### config.mk
export PLATFORM = sky130hd
export DESIGN_NAME = button_step_ctrl
export DESIGN_NICKNAME = d
export VERILOG_FILES = /design/src/rtl/button_step_ctrl.sv
export SDC_FILE = /design/constraint.sdc
export NUM_CORES = 1
export LEC_CHECK = 0
export ABC_AREA = 0
export CELL_PAD_IN_SITES_DETAIL_PLACEMENT = 0
export CELL_PAD_IN_SITES_GLOBAL_PLACEMENT = 2
export CORE_MARGIN = 2
export CORE_UTILIZATION = 35
export CTS_CLUSTER_SIZE = 25
export DETAILED_ROUTE_END_ITERATION = 8
export MAX_ROUTING_LAYER = met4
export PLACE_DENSITY = 0.81
export SKIP_CTS_REPAIR_TIMING = 1
export SYNTH_ARGS = -nofsm -noshare
export SYNTH_HDL_FRONTEND = slang
export SYNTH_SLANG_ARGS = --single-unit
### constraint.sdc
create_clock -name clk -period 1.7 [get_ports clk]
set_input_delay 0.34 -clock clk [delete_from_list [all_inputs] [get_ports clk]]
set_output_delay 0.34 -clock clk [all_outputs]
set_load 0.01 [all_outputs]
### src/rtl/button_step_ctrl.sv
// Up/down button stepper: synchronizes and debounces two raw buttons, then issues
// single-cycle step pulses with hold-to-auto-repeat and a both-pressed lockout.
module button_step_ctrl #(
    parameter int DEBOUNCE_CYCLES = 16,
    parameter int HOLD_CYCLES     = 64,
    parameter int REPEAT_CYCLES   = 16
) (
    input  logic clk,
    input  logic rst_n,
    input  logic btn_up,
    input  logic btn_down,
    output logic step,
    output logic up_down,
    output logic busy
);

    // state  | meaning
    // IDLE   | no button accepted, waiting for a single press
    // HOLD   | first step issued, waiting HOLD_CYCLES before auto-repeat
    // REPEAT | auto-repeat, one step every REPEAT_CYCLES
    // LOCK   | both buttons seen, wait for both released
    localparam logic [1:0] ST_IDLE   = 2'd0;
    localparam logic [1:0] ST_HOLD   = 2'd1;
    localparam logic [1:0] ST_REPEAT = 2'd2;
    localparam logic [1:0] ST_LOCK   = 2'd3;

    localparam int MAX_T = (HOLD_CYCLES > REPEAT_CYCLES) ? HOLD_CYCLES : REPEAT_CYCLES;
    localparam int TW    = $clog2(MAX_T + 1);
    localparam int DW    = $clog2(DEBOUNCE_CYCLES + 1);

    // index 0 = up button, index 1 = down button
    logic [1:0]    sync1_q, sync2_q;
    logic [1:0]    deb_q, deb_d;
    logic [DW-1:0] db_cnt_q [2];
    logic [DW-1:0] db_cnt_d [2];

    logic [1:0]    state_q, state_d;
    logic [TW-1:0] timer_q, timer_d;
    logic          step_q, step_d;
    logic          up_down_q, up_down_d;
    logic          act_btn, opp_btn;

    always_comb begin
        for (int i = 0; i < 2; i++) begin
            deb_d[i]    = deb_q[i];
            db_cnt_d[i] = '0;
            if (sync2_q[i] != deb_q[i]) begin
                if (db_cnt_q[i] == DW'(DEBOUNCE_CYCLES - 1)) begin
                    deb_d[i] = sync2_q[i];
                end else begin
                    db_cnt_d[i] = db_cnt_q[i] + 1'b1;
                end
            end
        end
    end

    // The held button is identified by the latched direction, so a mid-hold
    // change of which button is pressed can never flip the direction.
    assign act_btn = up_down_q ? deb_q[0] : deb_q[1];
    assign opp_btn = up_down_q ? deb_q[1] : deb_q[0];

    always_comb begin
        state_d   = state_q;
        timer_d   = timer_q;
        step_d    = 1'b0;
        up_down_d = up_down_q;
        case (state_q)
            ST_IDLE: begin
                if (deb_q[0] && deb_q[1]) begin
                    state_d = ST_LOCK;
                end else if (deb_q[0] ^ deb_q[1]) begin
                    step_d    = 1'b1;
                    up_down_d = deb_q[0];
                    timer_d   = TW'(HOLD_CYCLES);
                    state_d   = ST_HOLD;
                end
            end
            ST_HOLD, ST_REPEAT: begin
                if (opp_btn) begin
                    timer_d = '0;
                    state_d = ST_LOCK;
                end else if (!act_btn) begin
                    timer_d = '0;
                    state_d = ST_IDLE;
                end else if (timer_q <= TW'(1)) begin
                    step_d  = 1'b1;
                    timer_d = TW'(REPEAT_CYCLES);
                    state_d = ST_REPEAT;
                end else begin
                    timer_d = timer_q - 1'b1;
                end
            end
            ST_LOCK: begin
                if (!deb_q[0] && !deb_q[1]) state_d = ST_IDLE;
            end
            default: begin
                timer_d = '0;
                state_d = ST_IDLE;
            end
        endcase
    end

    always_ff @(posedge clk or negedge rst_n) begin
        if (!rst_n) begin
            sync1_q     <= '0;
            sync2_q     <= '0;
            deb_q       <= '0;
            db_cnt_q[0] <= '0;
            db_cnt_q[1] <= '0;
            state_q     <= ST_IDLE;
            timer_q     <= '0;
            step_q      <= 1'b0;
            up_down_q   <= 1'b1;
        end else begin
            sync1_q     <= {btn_down, btn_up};
            sync2_q     <= sync1_q;
            deb_q       <= deb_d;
            db_cnt_q[0] <= db_cnt_d[0];
            db_cnt_q[1] <= db_cnt_d[1];
            state_q     <= state_d;
            timer_q     <= timer_d;
            step_q      <= step_d;
            up_down_q   <= up_down_d;
        end
    end

    assign step    = step_q;
    assign up_down = up_down_q;
    assign busy    = (state_q != ST_IDLE);

endmodule

; Yosys cells after proc, flatten, opt, wreduce, memory -nomap -nowiden
; Index checks and enable logic that the tools add are counted.
[classes]
add_sub_neg = 3
n_lt_le_gt_ge = 1
eq_ne = 12
mux = 25
bitwise_logic = 2
n_reduce_logical = 13
[ops]
columns = op, n
row1 = 2-to-1 mux 7 bit, 5
row2 = 2-to-1 mux 5 bit, 4
row3 = one-hot mux 7 bit (2 select lines), 1
row4 = 2-to-1 mux 2 bit, 6
row5 = adder 5 x 1 -> 5 bit (second input constant), 2
row6 = == test 5 x 4 -> 1 bit (second input constant), 2
row7 = AND reduction 3 bit, 3
row8 = less-or-equal comparator 7 x 1 -> 1 bit (second input constant), 1
row9 = 2-to-1 mux 1 bit, 7
row10 = subtractor 7 x 1 -> 7 bit (second input constant), 1
row11 = != test 2 bit (second input constant), 3
row12 = one-hot mux 2 bit (3 select lines), 1
row13 = == test 2 bit (second input constant), 2
row14 = != test 4 bit (second input constant), 1
row15 = AND reduction 2 bit, 2
row16 = nonzero test 2 bit, 2
row17 = != test 3 bit (second input constant), 1
row18 = == test 2 x 1 -> 1 bit (second input constant), 1
row19 = logical AND 1 bit, 2
row20 = logical NOT 1 bit, 2
row21 = logical NOT 2 bit, 1
row22 = != test 1 bit, 2
row23 = one-hot mux 1 bit (2 select lines), 1
row24 = OR reduction 2 bit, 1
row25 = 2 further kinds, 2
[totals]
ff_bits = 27
inputBits = 4

; Depth between registers and ports, before layout
[depth]
ltp_word = 5
ltp_mapped = 6
depth_no_buf = 6

; Worst setup path after synthesis
; OpenSTA, ideal clock, no wires.
[synth_path]
path_type = register -> register
from = reg state_q[0]
to = reg timer_q[0]
setup_ps = 125
arrival_ps = 1607
t_required_ps = 1575
slack_ps = -32
path_stages_with_launch = 7
n_path_buf = 0
period_less_slack_ps = 1732
path_cell_list = dfrtp_1 -> inv_1 -> ha_1 -> and4bb_1 -> a31oi_2 -> nor3_2 -> mux2_2
[synth_via]
elab_chain_cells = 4
[synth_rtl]
columns = item, line_no
row1 = start: declaration, 37  ; logic [1:0] state_q, state_d;
row2 = start signal: assignment, 120  ; state_q <= state_d;
row3 = == test 2 x 1 -> 1 bit or == test 2 bit (tied branches), 67  ; case (state_q)
row4 = OR reduction 2 bit, 67
row5 = nonzero test 2 bit (no line), n/a
row6 = AND reduction 3 bit (no line), n/a
row7 = end signal: assignment, 121  ; timer_q <= timer_d;
row8 = end: declaration, 38  ; logic [TW-1:0] timer_q, timer_d;
; Several ways; a longest one is shown, not always the timed one.
; A chain may end at the register's enable or synchronous reset.

; Worst setup path in the final report
[layout_path]
from = reg state_q[1]
to = reg timer_q[0]
; Same word-level chain as after synthesis.

==> key figures <==
Outcome
  – Status: finished, final reports clean

Die
  – Num rows: 22
  – Die footprint: 4340 um2
  – Initial Util: 0.366
  – Die width: 65.9 um
  – # IOs: 7
  – Die Height: between 60 and 70 um
  – Core area: 3660 um2

Synth
  – Sequential-to-total area share from yosys stat: 0.505
  – Mapped Cells: 123
  – FFs w/ async S/R, synth: 1.00
  – Post-synth EDFFs: 0
  – #FFs+latches synth: 27
  – Post-synth cell types: 33
  – Synth Cell Area: 1340 um2
  – Synthesized net count: 137
  – Dominant synthesized flop cell: dfrtp_1
  – Synth warnings: 0
  – Syn_area_per_cell: 10.9 um2

Power
  – Leak: 0.838 nW
  – Net switching power: about 590 uW
  – Clock power share: 0.215
  – Sequential share of power: 0.401
  – Internal: 1.24 mW
  – Max VDD drop: 0.000698 V
  – Combinational Power Share: 0.383
  – Sw Share: 0.323
  – Total power: about 1.8 mW
  – Pwr per Cell Area: 1070 nW/um2

Cells and area
  – Final Core Density: 0.467
  – Nets: 165
  – Post-route cell area: 1710 um2
  – Layout cell share with drive strength beyond 1: 0.247
  – # diodes: 0
  – Layout fillers: 347
  – P&R area growth vs syn: 27.6%

Routing
  – Antenna Nets Post-Route: 0
  – DRC: 0
  – TritonRoute pass-1 iters: 4
  – Vias/cell: 5.07
  – DRT iter0 DRCs: 42
  – Wire per inst: 12.9 um
  – Routed WL: between 2000 and 3000 um
  – DR vias: 1003

Clock tree
  – Clk_lat worst skew: 0.28 ns
  – CTS Buffer Depth: 2
  – Clk sinks: 27
  – Root buffer cell: clkbuf_8
  – CTS tree: done
  – Num CTS Buffers: 3
  – H-tree depth: 1
  – Clock Pin Slew Worst Setup and Hold Paths: 0.10 ns

STA
  – Slew HR: 0.674
  – Clock skew: approximately 0.0042 ns
  – Final Hold Violating Endpoints: 0
  – TNS Setup: 0 ns
  – Final setup viols: 0
  – WHS: between 0.3 and 0.4 ns
  – Min Tclk post-route: 1.68 ns
  – Part of the cycle the worst path needs: 0.989
  – Fmax: between 500 and 600 MHz
  – Worst Max-Slew Pin Slew: 0.485 ns
  – Final max-slew violation count: 0
  – RSZ-0062 raised after global routing: true

Worst setup path
  – CP required: 1.87 ns
  – Worst stage delay on the critical path: ~0.4 ns
  – CP endpoint kind: register
  – Worst path cell trace: inv_2, ha_4, and4bb_1, a31oi_4, nor3_4, mux2_4
  – Startpoint types: register
  – Crit-path max FO: 7
  – CP Data Arrival Time: 1.85 ns
  – CP max stage cell: dfrtp_1
  – Kind of critical path: reg2reg

Global route
  – Vias in the first global route: between 1000 and 1500
  – Largest net degree at the start of global routing: 28
  – Global-route wire length before repair: ~4700 um
  – Initial antenna violation count: 0
  – Grt total ovfl: 0
  – Gr usage total: 0.144

Placed design
  – Post-DP HPWL: 1850 um
  – GP Congestion: about 0.89
  – IO buf count: 6
  – Placed cell areas: between 1500 and 2000 um2

Run
  – Max Cap Viol: 0

Hold path
  – HP Class: reg2reg
## layout make-up
| type | count | area (um2) | share of cell area |
|---|---|---|---|
| well taps | 48 | 60.1 | 0.0351 |
| repair buffers | 24 | 200 | 0.117 |
| inverters | 8 | 30.0 | 0.0176 |
| clock buffers | 3 | 41.3 | 0.0241 |
| flip-flops and latches | 27 | 678 | 0.396 |
| multi-input cells | 87 | 692 | 0.405 |
| clock inverters | 1 | 8.76 | 0.00512 |
## stage by stage
stage / setup slack, ns / cells
final: 0.0192 / 198
after global routing: -0.0448 / 198
after CTS: -0.181 / 193
after detailed placement: -0.0189 / 189
after global placement: 0.00678 / 189
after floorplan: -0.0178 / 123
## synth_stat cells, types with 2 or more instances
master / n / area share
o21a_1: 2 / 0.011
xor2_1: 6 / 0.039
dfrtp_1: 26 / 0.49
a22oi_1: 2 / 0.011
inv_1: 8 / 0.022
mux2_2: 2 / 0.017
nand2_1: 4 / 0.011
nor2b_1: 4 / 0.019
nor3_1: 2 / 0.0075
nor2_1: 11 / 0.031
and2_1: 4 / 0.019
ha_1: 10 / 0.093
o31ai_1: 5 / 0.028
o21ai_1: 3 / 0.011
nand3_1: 5 / 0.019
and3_1: 3 / 0.014
a22o_1: 3 / 0.020
a21oi_1: 3 / 0.011
o21ai_0: 5 / 0.019
mux2i_1: 2 / 0.015
## metal layers
metal / GRT usage / vias up / routed length, um
met1: 0.185 / 494 / 1180
met4: 0.0547 / 0 / 48
met3: 0.0204 / 5 / 68
li1: - / 491 / -
met5: - / - / 0
met2: 0.232 / 13 / 1250
## flip-flops by register name (all words and copies together), names as in the netlist
name / cells
db_cnt_q: 10
sync2_q: 2
state_q: 2
step: 1
sync1_q: 2
deb_q: 2
timer_q: 7
up_down: 1
## cells in the final DEF (no fill, tap or decap), types with 5 or more instances in the layout
cell type  netlist  routed
xor2_1           6       6
nor2_1          11      11
buf_4            0      18
ha_1            10       9
inv_1            8       6
o21ai_0          5       5
dfrtp_1         26      25
nand3_1          5       5
## worst max-delay path: cells and delay by family (launching register included)
| kind | cells | cell delay, ns |
|---|---|---|
| buffers and inverters | 1 | 0.08 |
| AOI/OAI and AO/OA | 1 | 0.29 |
| and+or+nand+nor | 2 | 0.32 |
| adders and majority gates | 1 | 0.21 |
| muxes | 1 | 0.27 |
| DFF | 1 | 0.40 |
## path summary, 6_finish.rpt
path / slack, ns / end / from / cells past startpoint
max in group asynchronous: 0.97 / up_down / rst_n / 2
min in group asynchronous: 0.43 / timer_q[3] / rst_n / 2
setup / recovery: 0.02 / timer_q[0] / state_q[1] / 6
hold reg to reg: 0.36 / sync2_q[0] / sync1_q[0] / 0
setup reg to reg: 0.02 / timer_q[0] / state_q[1] / 6
hold / removal: 0.36 / sync2_q[0] / sync1_q[0] / 0
## cells by family after synthesis
kind of cell / after synthesis / share of synthesized area
buf+inv: 9 / 0.0261
fa+ha+maj: 10 / 0.0934
compound gates: 28 / 0.148
simple gates: 39 / 0.157
flops: 27 / 0.505
mux: 4 / 0.0317
xor+xnor: 6 / 0.0392
## power groups by stage
stage | clock (mW) | combinational, mW | sequential, mW
detailed placement | 0 | 0.572 | 0.738
global placement | 0 | 0.564 | 0.739
global route | 0.443 | 0.780 | 0.742
CTS | 0.408 | 0.573 | 0.727
floorplan | 0 | 0.349 | 0.741
finish | 0.394 | 0.701 | 0.733
Power figures use the tool's default switching activity.
